### src/rtl/rob_param_if.sv
// rob_param_if: issue, writeback, operand-lookup and commit bundle for rob_param.
interface rob_param_if #(
    parameter int DEPTH  = 16,
    parameter int IDX_W  = $clog2(DEPTH),
    parameter int DATA_W = 32
);
    logic              rdy_in;
    logic              flush_in;
    logic              alloc_en_in;
    logic [4:0]        alloc_rd_in;
    logic [DATA_W-1:0] alloc_pc_in;
    logic              alloc_bp_in;
    logic [IDX_W-1:0]  alloc_idx_out;
    logic              full_out;
    logic              empty_out;
    logic [IDX_W:0]    count_out;
    logic              wb0_en_in;
    logic [IDX_W-1:0]  wb0_idx_in;
    logic [DATA_W-1:0] wb0_res_in;
    logic              wb0_jump_en_in;
    logic [DATA_W-1:0] wb0_jump_a_in;
    logic              wb1_en_in;
    logic [IDX_W-1:0]  wb1_idx_in;
    logic [DATA_W-1:0] wb1_res_in;
    logic [IDX_W-1:0]  rs1_idx_in;
    logic [IDX_W-1:0]  rs2_idx_in;
    logic              rs1_ready_out;
    logic              rs2_ready_out;
    logic [DATA_W-1:0] rs1_res_out;
    logic [DATA_W-1:0] rs2_res_out;
    logic              commit_en_out;
    logic [IDX_W-1:0]  commit_idx_out;
    logic [4:0]        commit_rd_out;
    logic [DATA_W-1:0] commit_res_out;
    logic [DATA_W-1:0] commit_pc_out;
    logic [DATA_W-1:0] commit_jump_a_out;
    logic              commit_jump_en_out;
    logic              commit_bp_out;

    modport master (
        output rdy_in, flush_in, alloc_en_in, alloc_rd_in, alloc_pc_in, alloc_bp_in,
               wb0_en_in, wb0_idx_in, wb0_res_in, wb0_jump_en_in, wb0_jump_a_in,
               wb1_en_in, wb1_idx_in, wb1_res_in, rs1_idx_in, rs2_idx_in,
        input  alloc_idx_out, full_out, empty_out, count_out,
               rs1_ready_out, rs2_ready_out, rs1_res_out, rs2_res_out,
               commit_en_out, commit_idx_out, commit_rd_out, commit_res_out, commit_pc_out,
               commit_jump_a_out, commit_jump_en_out, commit_bp_out
    );

    modport slave (
        input  rdy_in, flush_in, alloc_en_in, alloc_rd_in, alloc_pc_in, alloc_bp_in,
               wb0_en_in, wb0_idx_in, wb0_res_in, wb0_jump_en_in, wb0_jump_a_in,
               wb1_en_in, wb1_idx_in, wb1_res_in, rs1_idx_in, rs2_idx_in,
        output alloc_idx_out, full_out, empty_out, count_out,
               rs1_ready_out, rs2_ready_out, rs1_res_out, rs2_res_out,
               commit_en_out, commit_idx_out, commit_rd_out, commit_res_out, commit_pc_out,
               commit_jump_a_out, commit_jump_en_out, commit_bp_out
    );
endinterface

### src/rtl/rob_param.sv
// rob_param: circular reorder buffer with two writeback ports, operand forwarding
// and in-order single-entry commit.
module rob_param #(
    parameter int DEPTH  = 16,
    parameter int IDX_W  = $clog2(DEPTH),
    parameter int DATA_W = 32
) (
    input logic        clk_in,
    input logic        rst_n_in,
    rob_param_if.slave bus
);
    logic [IDX_W-1:0]  head, tail;
    logic [IDX_W:0]    count;
    logic [DEPTH-1:0]  valid, done, valid_nxt, done_nxt;
    logic [4:0]        rd_q    [DEPTH];
    logic [DATA_W-1:0] pc_q    [DEPTH];
    logic              bp_q    [DEPTH];
    logic [DATA_W-1:0] res_q   [DEPTH];
    logic              jen_q   [DEPTH];
    logic [DATA_W-1:0] ja_q    [DEPTH];
    logic              c_en, c_jen, c_bp;
    logic [IDX_W-1:0]  c_idx;
    logic [4:0]        c_rd;
    logic [DATA_W-1:0] c_res, c_pc, c_ja;
    logic full, alloc_ok, commit_ok, wb0_hit, wb1_hit, upd;
    logic f01, f11, f02, f12;

    assign full      = count == (IDX_W+1)'(DEPTH);
    assign alloc_ok  = bus.alloc_en_in && !full;
    assign commit_ok = valid[head] && done[head];
    assign wb0_hit   = bus.wb0_en_in && valid[bus.wb0_idx_in];
    assign wb1_hit   = bus.wb1_en_in && valid[bus.wb1_idx_in];
    assign upd       = rst_n_in && bus.rdy_in && !bus.flush_in;

    // Later assignments win, so a same-index wb0 overrides wb1 and alloc overrides commit.
    always_comb begin
        valid_nxt = valid;
        done_nxt  = done;
        if (wb1_hit) done_nxt[bus.wb1_idx_in] = 1'b1;
        if (wb0_hit) done_nxt[bus.wb0_idx_in] = 1'b1;
        if (commit_ok) begin
            valid_nxt[head] = 1'b0;
            done_nxt[head]  = 1'b0;
        end
        if (alloc_ok) begin
            valid_nxt[tail] = 1'b1;
            done_nxt[tail]  = 1'b0;
        end
    end

    always_ff @(posedge clk_in) begin
        if (!rst_n_in) begin
            head  <= '0;
            tail  <= '0;
            count <= '0;
            valid <= '0;
            done  <= '0;
            c_en  <= 1'b0;
            c_idx <= '0;
            c_rd  <= '0;
            c_res <= '0;
            c_pc  <= '0;
            c_ja  <= '0;
            c_jen <= 1'b0;
            c_bp  <= 1'b0;
        end else if (!bus.rdy_in) begin
            c_en <= 1'b0;
        end else if (bus.flush_in) begin
            head  <= '0;
            tail  <= '0;
            count <= '0;
            valid <= '0;
            done  <= '0;
            c_en  <= 1'b0;
        end else begin
            valid <= valid_nxt;
            done  <= done_nxt;
            count <= count + (IDX_W+1)'(alloc_ok) - (IDX_W+1)'(commit_ok);
            c_en  <= commit_ok;
            if (alloc_ok) tail <= tail + IDX_W'(1);
            if (commit_ok) begin
                head  <= head + IDX_W'(1);
                c_idx <= head;
                c_rd  <= rd_q[head];
                c_res <= res_q[head];
                c_pc  <= pc_q[head];
                c_ja  <= ja_q[head];
                c_jen <= jen_q[head];
                c_bp  <= bp_q[head];
            end
        end
    end

    always_ff @(posedge clk_in) begin
        if (upd) begin
            if (alloc_ok) begin
                rd_q[tail] <= bus.alloc_rd_in;
                pc_q[tail] <= bus.alloc_pc_in;
                bp_q[tail] <= bus.alloc_bp_in;
            end
            if (wb1_hit) begin
                res_q[bus.wb1_idx_in] <= bus.wb1_res_in;
                jen_q[bus.wb1_idx_in] <= 1'b0;
            end
            if (wb0_hit) begin
                res_q[bus.wb0_idx_in] <= bus.wb0_res_in;
                jen_q[bus.wb0_idx_in] <= bus.wb0_jump_en_in;
                ja_q[bus.wb0_idx_in]  <= bus.wb0_jump_a_in;
            end
        end
    end

    assign f01 = wb0_hit && bus.wb0_idx_in == bus.rs1_idx_in;
    assign f11 = wb1_hit && bus.wb1_idx_in == bus.rs1_idx_in;
    assign f02 = wb0_hit && bus.wb0_idx_in == bus.rs2_idx_in;
    assign f12 = wb1_hit && bus.wb1_idx_in == bus.rs2_idx_in;

    assign bus.rs1_ready_out = done[bus.rs1_idx_in] || f01 || f11;
    assign bus.rs2_ready_out = done[bus.rs2_idx_in] || f02 || f12;
    assign bus.rs1_res_out   = f01 ? bus.wb0_res_in : f11 ? bus.wb1_res_in : res_q[bus.rs1_idx_in];
    assign bus.rs2_res_out   = f02 ? bus.wb0_res_in : f12 ? bus.wb1_res_in : res_q[bus.rs2_idx_in];

    assign bus.alloc_idx_out      = tail;
    assign bus.full_out           = full;
    assign bus.empty_out          = count == '0;
    assign bus.count_out          = count;
    assign bus.commit_en_out      = c_en;
    assign bus.commit_idx_out     = c_idx;
    assign bus.commit_rd_out      = c_rd;
    assign bus.commit_res_out     = c_res;
    assign bus.commit_pc_out      = c_pc;
    assign bus.commit_jump_a_out  = c_ja;
    assign bus.commit_jump_en_out = c_jen;
    assign bus.commit_bp_out      = c_bp;
endmodule
### src/flat_wrapper.sv
// flat-port wrapper written by rule: the top's interface ports become plain ports
module rob_param_flat 
#(
    parameter int DEPTH  = 16,
    parameter int IDX_W  = $clog2(DEPTH),
    parameter int DATA_W = 32
)
  (clk_in, rst_n_in, bus_rdy_in, bus_flush_in, bus_alloc_en_in, bus_alloc_rd_in, bus_alloc_pc_in, bus_alloc_bp_in, bus_wb0_en_in, bus_wb0_idx_in, bus_wb0_res_in, bus_wb0_jump_en_in, bus_wb0_jump_a_in, bus_wb1_en_in, bus_wb1_idx_in, bus_wb1_res_in, bus_rs1_idx_in, bus_rs2_idx_in, bus_alloc_idx_out, bus_full_out, bus_empty_out, bus_count_out, bus_rs1_ready_out, bus_rs2_ready_out, bus_rs1_res_out, bus_rs2_res_out, bus_commit_en_out, bus_commit_idx_out, bus_commit_rd_out, bus_commit_res_out, bus_commit_pc_out, bus_commit_jump_a_out, bus_commit_jump_en_out, bus_commit_bp_out);
  rob_param_if #(.DEPTH(DEPTH), .IDX_W(IDX_W), .DATA_W(DATA_W)) bus_i ();
  input logic clk_in;
  input logic rst_n_in;
  input wire logic [$bits(bus_i.rdy_in)-1:0] bus_rdy_in;
  input wire logic [$bits(bus_i.flush_in)-1:0] bus_flush_in;
  input wire logic [$bits(bus_i.alloc_en_in)-1:0] bus_alloc_en_in;
  input wire logic [$bits(bus_i.alloc_rd_in)-1:0] bus_alloc_rd_in;
  input wire logic [$bits(bus_i.alloc_pc_in)-1:0] bus_alloc_pc_in;
  input wire logic [$bits(bus_i.alloc_bp_in)-1:0] bus_alloc_bp_in;
  input wire logic [$bits(bus_i.wb0_en_in)-1:0] bus_wb0_en_in;
  input wire logic [$bits(bus_i.wb0_idx_in)-1:0] bus_wb0_idx_in;
  input wire logic [$bits(bus_i.wb0_res_in)-1:0] bus_wb0_res_in;
  input wire logic [$bits(bus_i.wb0_jump_en_in)-1:0] bus_wb0_jump_en_in;
  input wire logic [$bits(bus_i.wb0_jump_a_in)-1:0] bus_wb0_jump_a_in;
  input wire logic [$bits(bus_i.wb1_en_in)-1:0] bus_wb1_en_in;
  input wire logic [$bits(bus_i.wb1_idx_in)-1:0] bus_wb1_idx_in;
  input wire logic [$bits(bus_i.wb1_res_in)-1:0] bus_wb1_res_in;
  input wire logic [$bits(bus_i.rs1_idx_in)-1:0] bus_rs1_idx_in;
  input wire logic [$bits(bus_i.rs2_idx_in)-1:0] bus_rs2_idx_in;
  output wire logic [$bits(bus_i.alloc_idx_out)-1:0] bus_alloc_idx_out;
  output wire logic [$bits(bus_i.full_out)-1:0] bus_full_out;
  output wire logic [$bits(bus_i.empty_out)-1:0] bus_empty_out;
  output wire logic [$bits(bus_i.count_out)-1:0] bus_count_out;
  output wire logic [$bits(bus_i.rs1_ready_out)-1:0] bus_rs1_ready_out;
  output wire logic [$bits(bus_i.rs2_ready_out)-1:0] bus_rs2_ready_out;
  output wire logic [$bits(bus_i.rs1_res_out)-1:0] bus_rs1_res_out;
  output wire logic [$bits(bus_i.rs2_res_out)-1:0] bus_rs2_res_out;
  output wire logic [$bits(bus_i.commit_en_out)-1:0] bus_commit_en_out;
  output wire logic [$bits(bus_i.commit_idx_out)-1:0] bus_commit_idx_out;
  output wire logic [$bits(bus_i.commit_rd_out)-1:0] bus_commit_rd_out;
  output wire logic [$bits(bus_i.commit_res_out)-1:0] bus_commit_res_out;
  output wire logic [$bits(bus_i.commit_pc_out)-1:0] bus_commit_pc_out;
  output wire logic [$bits(bus_i.commit_jump_a_out)-1:0] bus_commit_jump_a_out;
  output wire logic [$bits(bus_i.commit_jump_en_out)-1:0] bus_commit_jump_en_out;
  output wire logic [$bits(bus_i.commit_bp_out)-1:0] bus_commit_bp_out;
  assign bus_i.rdy_in = bus_rdy_in;
  assign bus_i.flush_in = bus_flush_in;
  assign bus_i.alloc_en_in = bus_alloc_en_in;
  assign bus_i.alloc_rd_in = bus_alloc_rd_in;
  assign bus_i.alloc_pc_in = bus_alloc_pc_in;
  assign bus_i.alloc_bp_in = bus_alloc_bp_in;
  assign bus_i.wb0_en_in = bus_wb0_en_in;
  assign bus_i.wb0_idx_in = bus_wb0_idx_in;
  assign bus_i.wb0_res_in = bus_wb0_res_in;
  assign bus_i.wb0_jump_en_in = bus_wb0_jump_en_in;
  assign bus_i.wb0_jump_a_in = bus_wb0_jump_a_in;
  assign bus_i.wb1_en_in = bus_wb1_en_in;
  assign bus_i.wb1_idx_in = bus_wb1_idx_in;
  assign bus_i.wb1_res_in = bus_wb1_res_in;
  assign bus_i.rs1_idx_in = bus_rs1_idx_in;
  assign bus_i.rs2_idx_in = bus_rs2_idx_in;
  assign bus_alloc_idx_out = bus_i.alloc_idx_out;
  assign bus_full_out = bus_i.full_out;
  assign bus_empty_out = bus_i.empty_out;
  assign bus_count_out = bus_i.count_out;
  assign bus_rs1_ready_out = bus_i.rs1_ready_out;
  assign bus_rs2_ready_out = bus_i.rs2_ready_out;
  assign bus_rs1_res_out = bus_i.rs1_res_out;
  assign bus_rs2_res_out = bus_i.rs2_res_out;
  assign bus_commit_en_out = bus_i.commit_en_out;
  assign bus_commit_idx_out = bus_i.commit_idx_out;
  assign bus_commit_rd_out = bus_i.commit_rd_out;
  assign bus_commit_res_out = bus_i.commit_res_out;
  assign bus_commit_pc_out = bus_i.commit_pc_out;
  assign bus_commit_jump_a_out = bus_i.commit_jump_a_out;
  assign bus_commit_jump_en_out = bus_i.commit_jump_en_out;
  assign bus_commit_bp_out = bus_i.commit_bp_out;
  rob_param #(.DEPTH(DEPTH), .IDX_W(IDX_W), .DATA_W(DATA_W)) u_core (.clk_in(clk_in), .rst_n_in(rst_n_in), .bus(bus_i));
endmodule
### config.mk
export PLATFORM = sky130hd
export DESIGN_NAME = rob_param_flat
export DESIGN_NICKNAME = d
export VERILOG_FILES = /design/src/rtl/rob_param_if.sv /design/src/rtl/rob_param.sv /design/src/flat_wrapper.sv
export SDC_FILE = /design/constraint.sdc
export NUM_CORES = 2
export LEC_CHECK = 0
export BUFFER_PORTS_ARGS = -buffer_cell sky130_fd_sc_hd__buf_4
export CAP_MARGIN = 40
export CORE_UTILIZATION = 56
export CTS_CLUSTER_DIAMETER = 80
export DETAILED_ROUTE_END_ITERATION = 10
export PLACE_DENSITY_LB_ADDON = 0.05
export SETUP_SLACK_MARGIN = 0.5
export SYNTH_ARGS = -nofsm -noshare
export SYNTH_HDL_FRONTEND = slang
export SYNTH_SLANG_ARGS = --single-unit
### constraint.sdc
create_clock -name clk_in -period 6.3 [get_ports clk_in]
set_clock_uncertainty 0.15 [all_clocks]
set_input_delay 1.89 -clock clk_in [delete_from_list [all_inputs] [get_ports clk_in]]
set_output_delay 1.89 -clock clk_in [all_outputs]
set_load 0.05 [all_outputs]
==> impl_metrics.csv <==
group,metric,value,unit
setup_path,crit_start,"bus_wb1_idx_in[1]",
die,die_h,394,um
route,drt-pass1-iter-count,7,
setup_path,cp_max_fo,6,
pwr,ir_worst_vdd,0.265,mV
cells_and_area,fillers,10400,
synthesis,seq_area_frac_synth,61.0,%
route,routedWlPerCell,34.2,um
synthesis,ys.flop_type,"edfxtp_1",
die,die_area,0.155,sq mm
setup_path,path_depth,9,
route,route.vias.total,53700,
clock_tree,cts_buffers,188,
route,drtIter0Drc,6576,
placed_design,routabilityCongestion,0.905,
setup_path,timing.critical_path.max_delay_family,"multiplexers",
synthesis,synth_common_cells,"edfxtp_1, mux4_2, nand2_1, clkbuf_1, mux2_2",
clock_tree,root_buffer,"clkbuf_16",
job,cap_violations,0,
synthesis,syn_area,0.0861,sq mm
grt,grtUsageTotal,34.2,%
die,io_pins,343,
setup_path,r2r-end,"u_core.bus.commit_jump_a_out[11]$_SDFFE_PN0P_",
synthesis,synth-edff-count,1648,
clock_tree,cts_num_sinks,1801,
setup_path,r2r_start,"u_core.head[1]$_SDFFE_PN0P_",
outcome,status,"complete, no violations",
timing,slew_headroom,30.3,%
placed_design,place_hpwl,148,mm
timing,hold_ws,0.331,ns
cells_and_area,area_growth,16.5,%
placed_design,pre_cts_ws,-0.0149,ns
synthesis,syn_avg_cell_area,16.3,sq um
setup_path,crit_path_start_kind,"input pin",
pwr,power.density,256,mW/mm^2
die,die_x,394,um
route,avgViaCountPerCell,6.92,
cells_and_area,final_layout_size_suffix_gt1_share,39.5,%
grt,grt_first_pass_wirelength,380,mm
synthesis,yosys.area.top_type,"edfxtp_1",
setup_path,crit_buf_inv,3,
synthesis,yosysMostFrequentCell,"edfxtp_1",
cells_and_area,nets,5737,
synthesis,syn-num-nets,5443,
cells_and_area,postLayoutCoreUtil,65.9,%
clock_tree,cts_tree,"yes",
setup_path,worstSetupEndpoint,"bus_rs2_res_out[16]",
min_path,holdCritPathClass,"flip-flop to flip-flop",
synthesis,yosys-top-cells-area,"edfxtp_1, mux4_2, mux2_2, dfxtp_1, nand2_1",
route,ant_nets,0,
placed_design,port_buffers,342,
synthesis,yosysTopAreaCellShare,57.5,%
route,routed_wl,265,mm
cells_and_area,ff_latch_area,0.0526,sq mm
die,row_count,143,
synthesis,synth-seq-cells,1801,
grt,grt.overflow.total,0,
synthesis,synth_cell_type_count,72,
timing,hold_viol,0,
cells_and_area,multi_input_area,0.0326,sq mm
timing,finalMaxSlewViolations,0,
setup_path,slowest_stage,"mux4_2",
setup_path,r2r_cells,8,
cells_and_area,final_area,0.100,sq mm
grt,first_global_vias,52700,
timing,fin_crit,6.26,ns
timing,setup_viol,0,
clock_tree,clock_latency,0.83,ns
setup_path,rrSetupSlack,1.98,ns
setup_path,slowest_delay,0.56,ns
grt,antenna_found_initial,22,
setup_path,criticalPathCategory,"input pin to output pin",
setup_path,required,4.26,ns
setup_path,arrival,4.22,ns
synthesis,postSynthCellCount,5270,
synthesis,async_flop_share,0,%
synthesis,yosysWarnings,0,
timing,rsz0062_at_grt,"yes",
clock_tree,cts_max_path_buffers,3,
route,drc,0,
timing,final.setup.worst_slack,0.0386,ns
setup_path,worst_setup_path_end_kind,"output pin",
clock_tree,path_clk_slew,0.05,ns
die,core-area,0.152,sq mm
timing,max_freq,160,MHz
timing,post-route-period-util,99.4,%
pwr,cellLeakagePower,32.7,nW
die,initial_core_util,56.6,%
grt,grt_max_degree,145,
clock_tree,h-tree-depth,4,
placed_design,placed_cell_area,0.0932,sq mm
setup_path,worstPathCellList,"buf_12 -> mux4_2 -> mux4_2 -> and3_4 -> buf_12 -> a211oi_4 -> a21oi_2 -> a21oi_4 -> buf_6",
timing,worstMarginPinSlew,1.05,ns
layout make-up:
class / count / share of cell area, %
sequential: 1801 / 52.4
multi-input combinational: 2902 / 32.5
timing repair buffer: 636 / 6.26
clock buffer: 262 / 5.21
tap: 2030 / 2.53
clock inverter: 82 / 0.929
inverter: 35 / 0.153
antenna: 11 / 0.0274
layout by cell type (no fill, tap or decap), types with 69 or more instances in the layout:
cell,count
edfxtp_1,1648
mux4_2,795
nand2_1,710
buf_4,469
mux2_2,289
clkbuf_16,193
dfxtp_1,149
o21ai_0,130
nand3_1,121
a21boi_0,107
nor2_1,89
nor2b_1,79
buf_12,76
buf_6,74
mux2i_1,69
state kept, by name, indices dropped and copies added, names as in the netlist, 16 cells and up:
register,count
u_core.res_q,512
u_core.ja_q,512
u_core.done,16
u_core.bus.commit_jump_a_out,32
u_core.bus.commit_res_out,32
u_core.jen_q,16
u_core.pc_q,512
u_core.bp_q,16
u_core.rd_q,80
u_core.valid,16
u_core.bus.commit_pc_out,32
per-layer routing:
metal | wire [um] | global-route usage [%] | part of all wire (%)
met5 | 111 | 0 | 0.042
met4 | 11300 | 14.3 | 4.3
met3 | 27100 | 6.58 | 10
met2 | 126000 | 52.9 | 47
met1 | 101000 | 48.0 | 38
worst min-delay path by stage:
| stage | from | endpoint | slack [ns] | depth (start not counted) |
|---|---|---|---|---|
| 2_1_floorplan | u_core.done[10]$_SDFFE_PN0P_ | u_core.done[10]$_SDFFE_PN0P_ | 0.31 | 1 |
| 3_3_place_gp | u_core.bus.commit_jump_a_out[10]$_SDFFE_PN0P_ | u_core.bus.commit_jump_a_out[10]$_SDFFE_PN0P_ | 0.32 | 2 |
| 3_5_place_dp | u_core.bus.commit_jump_a_out[4]$_SDFFE_PN0P_ | u_core.bus.commit_jump_a_out[4]$_SDFFE_PN0P_ | 0.32 | 2 |
| 4_1_cts | u_core.bus.commit_res_out[7]$_SDFFE_PN0P_ | u_core.bus.commit_res_out[7]$_SDFFE_PN0P_ | 0.33 | 2 |
| 5_1_grt | u_core.bus.commit_res_out[21]$_SDFFE_PN0P_ | u_core.bus.commit_res_out[21]$_SDFFE_PN0P_ | 0.35 | 2 |
| 6_report | u_core.bus.commit_res_out[21]$_SDFFE_PN0P_ | u_core.bus.commit_res_out[21]$_SDFFE_PN0P_ | 0.33 | 2 |
through the flow:
stage / setup TNS (ns) / std cells / total power [W]
floorplan: -7.77 / 5270 / 0.0142
global placement: 0 / 7366 / 0.0148
detailed placement: -0.0239 / 7373 / 0.0148
CTS: 0 / 7732 / 0.0258
global route: 0 / 7756 / 0.0263
finish: 0 / 7759 / 0.0257
logic make-up (layout without fill, tap and decap cells):
kind of cell,after synthesis,in the layout,share of synthesized area (%)
flops,1801,1801,61.0
other cells,0,11,0
fa+ha+maj,15,15,0.227
xor+xnor,19,19,0.193
mux,1154,1154,25.4
compound gates,610,610,4.85
buf+inv,567,1015,2.83
simple gates,1104,1104,5.49
timing repair:
action                     4_1_cts  5_1_grt
setup endpoints to repair       66       66
setup buffers                   13       15
cloned                           2        1
pin swaps                       17       17
resized for setup               97       38
hold buffers                     0        0
worst reg2reg max path, stage by stage (launching register included):
cell,delay [ns]
dfxtp_4,0.79
and4b_1,0.30
or4_1,0.54
o21ai_1,0.25
o22a_4,0.22
buf_4,0.62
buf_4,0.86
o21ai_0,0.23
a21boi_0,0.26
power breakdown:
part	internal (W)	total (W)	switching (W)
Clock	0.00635	0.0111	0.00474
Sequential	0.0130	0.0130	0.00000359
Combinational	0.000642	0.00159	0.000948
Note: power is estimated with default switching activity, not from simulation.
